===== src/rtl/io_access_ctrl.sv =====
// io_access_ctrl: sequences one CPU memory-mapped IO access at a time.
// It decodes the address, issues a single-cycle request to the selected
// peripheral and waits for its acknowledge or a timeout. The CPU is stalled
// while the access is in flight, and read data is latched for write-back.
module io_access_ctrl #(
  parameter int TIMEOUT = 15
) (
  input  logic        clock,
  input  logic        reset,
  input  logic        io_read,
  input  logic        io_write,
  input  logic [31:0] addr,
  input  logic [31:0] wdata,
  output logic [31:0] rdata,
  output logic        stall,
  output logic        err,
  output logic        dev_req,
  output logic        dev_we,
  output logic [1:0]  dev_id,
  output logic [3:0]  dev_off,
  output logic [15:0] dev_wdata,
  input  logic [15:0] dev_rdata,
  input  logic        dev_ack
);

  typedef enum logic [1:0] {S_IDLE, S_REQ, S_WAIT, S_DONE} state_t;

  // Last WAIT cycle before the access is abandoned; the counter never wraps.
  localparam logic [3:0] CNT_LAST = 4'(TIMEOUT - 1);

  state_t     state;
  logic [3:0] cnt;
  logic       err_pending;

  logic       access;
  logic       page_hit;
  logic       grp_hit;
  logic [1:0] grp_id;
  logic       dec_ok;
  logic       unused_wdata_hi;

  assign access          = io_read | io_write;
  assign page_hit        = (addr[31:8] == 24'hFFFFFC);
  assign dec_ok          = page_hit & grp_hit & (io_read ^ io_write);
  assign unused_wdata_hi = ^wdata[31:16];

  // Map the 16-byte address group onto a peripheral select.
  always_comb begin
    grp_hit = 1'b1;
    grp_id  = 2'd0;
    case (addr[7:4])
      4'h6:    grp_id = 2'd0;
      4'h7:    grp_id = 2'd1;
      4'h8:    grp_id = 2'd2;
      default: grp_hit = 1'b0;
    endcase
  end

  // The IDLE term is combinational so the CPU freezes in the issue cycle.
  assign stall = ((state == S_IDLE) & access) | (state == S_REQ) | (state == S_WAIT);
  assign err   = (state == S_DONE) & err_pending;

  // Access sequencer: IDLE -> REQ -> (WAIT) -> DONE -> IDLE.
  always_ff @(posedge clock or posedge reset) begin
    if (reset) begin
      state       <= S_IDLE;
      cnt         <= 4'd0;
      err_pending <= 1'b0;
      rdata       <= 32'd0;
      dev_req     <= 1'b0;
      dev_we      <= 1'b0;
      dev_id      <= 2'd0;
      dev_off     <= 4'd0;
      dev_wdata   <= 16'd0;
    end else begin
      dev_req <= 1'b0;
      case (state)
        S_IDLE: begin
          if (access) begin
            if (dec_ok) begin
              dev_id      <= grp_id;
              dev_off     <= addr[3:0];
              dev_wdata   <= wdata[15:0];
              dev_we      <= io_write;
              dev_req     <= 1'b1;
              err_pending <= 1'b0;
              state       <= S_REQ;
            end else begin
              // A failed read returns zero so write-back gets a defined value.
              if (io_read) begin
                rdata <= 32'd0;
              end
              err_pending <= 1'b1;
              state       <= S_DONE;
            end
          end
        end
        S_REQ: begin
          if (dev_ack) begin
            if (!dev_we) begin
              rdata <= {16'h0000, dev_rdata};
            end
            state <= S_DONE;
          end else begin
            cnt   <= 4'd0;
            state <= S_WAIT;
          end
        end
        S_WAIT: begin
          if (dev_ack) begin
            if (!dev_we) begin
              rdata <= {16'h0000, dev_rdata};
            end
            state <= S_DONE;
          end else if (cnt == CNT_LAST) begin
            if (!dev_we) begin
              rdata <= 32'd0;
            end
            err_pending <= 1'b1;
            state       <= S_DONE;
          end else begin
            cnt <= cnt + 4'd1;
          end
        end
        S_DONE: begin
          err_pending <= 1'b0;
          state       <= S_IDLE;
        end
        default: state <= S_IDLE;
      endcase
    end
  end

endmodule


===== config.mk =====
export PLATFORM = sky130hd
export DESIGN_NAME = io_access_ctrl
export DESIGN_NICKNAME = d
export VERILOG_FILES = /design/src/rtl/io_access_ctrl.sv
export SDC_FILE = /design/constraint.sdc
export NUM_CORES = 1
export LEC_CHECK = 0
export ABC_CLOCK_PERIOD_IN_PS = 2050
export BUFFER_PORTS_ARGS = -buffer_cell sky130_fd_sc_hd__buf_2
export CAP_MARGIN = 20
export CORE_ASPECT_RATIO = 0.75
export CORE_MARGIN = 2
export CORE_UTILIZATION = 40
export CTS_CLUSTER_DIAMETER = 60
export DETAILED_ROUTE_END_ITERATION = 10
export PLACE_DENSITY = 0.78
export SLEW_MARGIN = 10
export SYNTH_ARGS = -nofsm -noshare
export SYNTH_HDL_FRONTEND = slang
export SYNTH_SLANG_ARGS = --single-unit

===== constraint.sdc =====
create_clock -name clock -period 2.05 [get_ports clock]
set_input_delay 0.3075 -clock clock [delete_from_list [all_inputs] [get_ports clock]]
set_output_delay 0.3075 -clock clock [all_outputs]
set_load 0.005 [all_outputs]

==> metrics <==
worst-path maximum fanout 16; achievable frequency 509.5 MHz; vias in the first global route 2213; syn nets 302; Netlist Area Pre-Place 2701 µm²; critical path class reg -> reg; H-Tree Depth 3; Vias/cell 4.935; Die Footprint 7434 µm²; TritonCTS Buffers 9; Starting DRT DRC Count 46; Hold Crit Class in -> async; met2 wire len 3.067 mm; wire length on met3 496 µm; largest net degree at the start of global routing 42; CTS tree done; Clk Tree Root Cell clkbuf_8; startpoint types flop; M1 WL 2.780 mm; ant diodes 0; post-route ant nets 0; Avg Inst Size Synth 12.99 µm²; status complete, no violations; final hold vios 0; sw power 1.270 mW; core area 6412 µm²; first-pass GRT wire length 10.18 mm; DP HPWL 4.656 mm; wire length per cell 14.87 µm; Yosys warning count 0; Total GRT Usage 17.64%; Final Max Slew Viols 0; worst rel slew slack 63.75%; clock slew at reported path FFs 0.07 ns; peak supply drop 375.5 µV; GPL Wtd Cong 0.8003; GRT overflow 0; post-synthesis sequential area ratio 58.36%; row count 25; Starting Density 42.13%; vias 2122; Worst-Margin Slew 0.5430 ns; multi-input logic area 1028 µm²; Max Cap Viol 0; synthesis-to-layout area growth 36.73%; total chip power 4.012 mW; Pwr Density 1086 nW/µm²; combinational power share 30.8%; DRC violation count after routing 0; clock buffer depth 2; RSZ-0062 raised after global routing false; Final min period 1.963 ns; Worst setup EP type flop; post-synth cell types 37; first-pass detailed-route iteration total 4; P_leak 2.089 nW; Switching Share 31.64%; P_int 2.743 mW; number of I/O pins 143; initial antenna violation count 0; DRT Wirelength 6.394 mm; CP required 2.26 ns; period utilization 95.74%; post-CTS setup buffers 0; Arrival @ worst endpoint 2.17 ns; DIE WIDTH 98.89 µm; fin nets 438; Max Clock Skew 0.007158 ns; Post-Place Setup Slack -0.05040 ns; # hold bufs at CTS 0; share of cells above drive strength 1 51.58%; I/O Buffers 126; PostCTS Resize Cnt 0; Die Ht 75.17 µm; Clock Power Share 29.6%; CTS sink count 63; #FFs+latches synth 63; clock latency at the later pin of the worst-skew pair 0.32 ns; Fillers 551; final setup fails 0; Register Area 1579 µm²; sequential share of power 39.6%; setup ws final 0.08733 ns; Mapped Cells 208; top sig layer met4
==> through the flow <==
stage          std cells  instance area, µm²  utilization (%)  hold WS [ns]  TNS (ns)
6_report             430                3694            57.60       0.02120         0
5_1_grt              430                3694            57.60       0.04727         0
4_1_cts              430                3689            57.52       0.02173         0
3_5_place_dp         414                3466            54.05        0.3883   -0.5908
3_3_place_gp         414                3466            54.05        0.3811         0
2_1_floorplan        208                2701                -        0.4412         0
==> worst paths after layout <==
| kind | from | endpoint | slack [ns] | cells after the start |
|---|---|---|---|---|
| max in group asynchronous | reset | rdata[10] | 1.42 | 3 |
| min reg2reg | dev_id[0] | dev_id[0] | 0.48 | 2 |
| min | reset | dev_off[0] | 0.02 | 2 |
| max reg2reg | state[1] | rdata[4] | 0.09 | 7 |
| max | state[1] | rdata[4] | 0.09 | 7 |
| min in group clock | dev_rdata[13] | rdata[13] | 0.20 | 2 |
==> cell families after synthesis <==
| family | synth area share, % |
|---|---|
| flip-flops | 58.36 |
| AO/OA/AOI/OAI | 12.37 |
| AND/OR/NAND/NOR | 11.90 |
| multiplexers | 9.542 |
| buffers and inverters | 3.659 |
| adder cells (fa/ha/maj) | 4.169 |
==> cell usage in the layout, fill, tap and decap left out, types with 2 or more instances in the layout <==
cell type	Yosys	final
clkbuf_8	0	10
nor3_1	2	2
nand4bb_1	2	2
o21ai_0	7	7
nand2b_1	2	2
buf_4	0	4
buf_2	4	126
mux2_2	22	22
nand3_1	2	2
bufinv_16	0	2
nor3b_1	2	2
nand2_1	11	11
dfrtp_1	63	61
o22ai_1	2	2
dfrtp_2	0	2
nor2_1	4	4
and2_1	17	17
a21oi_1	3	3
inv_1	11	10
ha_1	9	8
nand4_1	5	5
buf_12	0	3
a22o_1	19	19
==> cell type report <==
| cell class | instances | share of cell area [%] |
|---|---|---|
| sequential | 63 | 42.75 |
| multi-input combinational | 126 | 27.85 |
| timing repair buffer | 133 | 19.51 |
| clock buffer | 11 | 3.828 |
| tap | 81 | 2.744 |
| clock inverter | 5 | 2.202 |
| inverter | 11 | 1.118 |
==> flip-flops by register name, summed over array words and instances (netlist names) <==
name / count
dev_we: 1
dev_req: 1
state: 2
err_pending: 1
rdata: 32
dev_off: 4
cnt: 4
dev_id: 2
dev_wdata: 16
==> power by group through the flow <==
stage	Clock [mW]	Sequential (mW)	Combinational [mW]
CTS	1.23	1.58	1.25
floorplan	0	1.58	0.786
global route	1.28	1.61	1.39
detailed placement	0	1.60	1.24
global placement	0	1.58	1.20
finish	1.19	1.59	1.23
==> routing by layer <==
metal  GRT usage [%]  vias up
li1                -     1016
met1           21.66     1014
met2           29.13       86
met3           6.778        6
met4           6.088        0
met5               0        -
==> Yosys cell counts <==
cell / instances / area share, %
a41o_1: 1 / 0.37
o31a_4: 1 / 0.65
nor4b_2: 1 / 0.56
buf_2: 4 / 0.74
nor2_1: 4 / 0.56
o311a_1: 1 / 0.37
a21boi_0: 1 / 0.28
ha_1: 9 / 4.2
nand3_1: 2 / 0.37
and3b_1: 1 / 0.32
nand2_2: 1 / 0.23
o31ai_4: 1 / 0.79
o31ai_1: 1 / 0.28
nor3_1: 2 / 0.37
o21ai_0: 7 / 1.3
o21bai_1: 1 / 0.28
a211oi_1: 1 / 0.28
and2_1: 17 / 3.9
mux2i_1: 1 / 0.37
nand2_1: 11 / 1.5
inv_1: 11 / 1.5
mux2_2: 22 / 9.2
nand4bb_1: 2 / 0.83
nand2b_1: 2 / 0.46
nor2_2: 1 / 0.23
a32oi_1: 1 / 0.32
nor3b_1: 2 / 0.56
nand4_1: 5 / 1.2
dfrtp_1: 63 / 58
a21oi_1: 3 / 0.56
a22oi_1: 1 / 0.28
buf_6: 3 / 1.3
nor4_2: 1 / 0.46
clkbuf_1: 1 / 0.14
and4_1: 1 / 0.32
a22o_1: 19 / 6.2
o22ai_1: 2 / 0.46
==> worst max-delay path: stages, from the launching register on <==
cell	delay, ns
dfrtp_2	0.46
inv_1	0.15
ha_2	0.25
o21bai_1	0.10
a41o_1	0.24
and4_1	0.19
o31a_4	0.18
a22o_1	0.27
(Power assumes the default switching activity.)
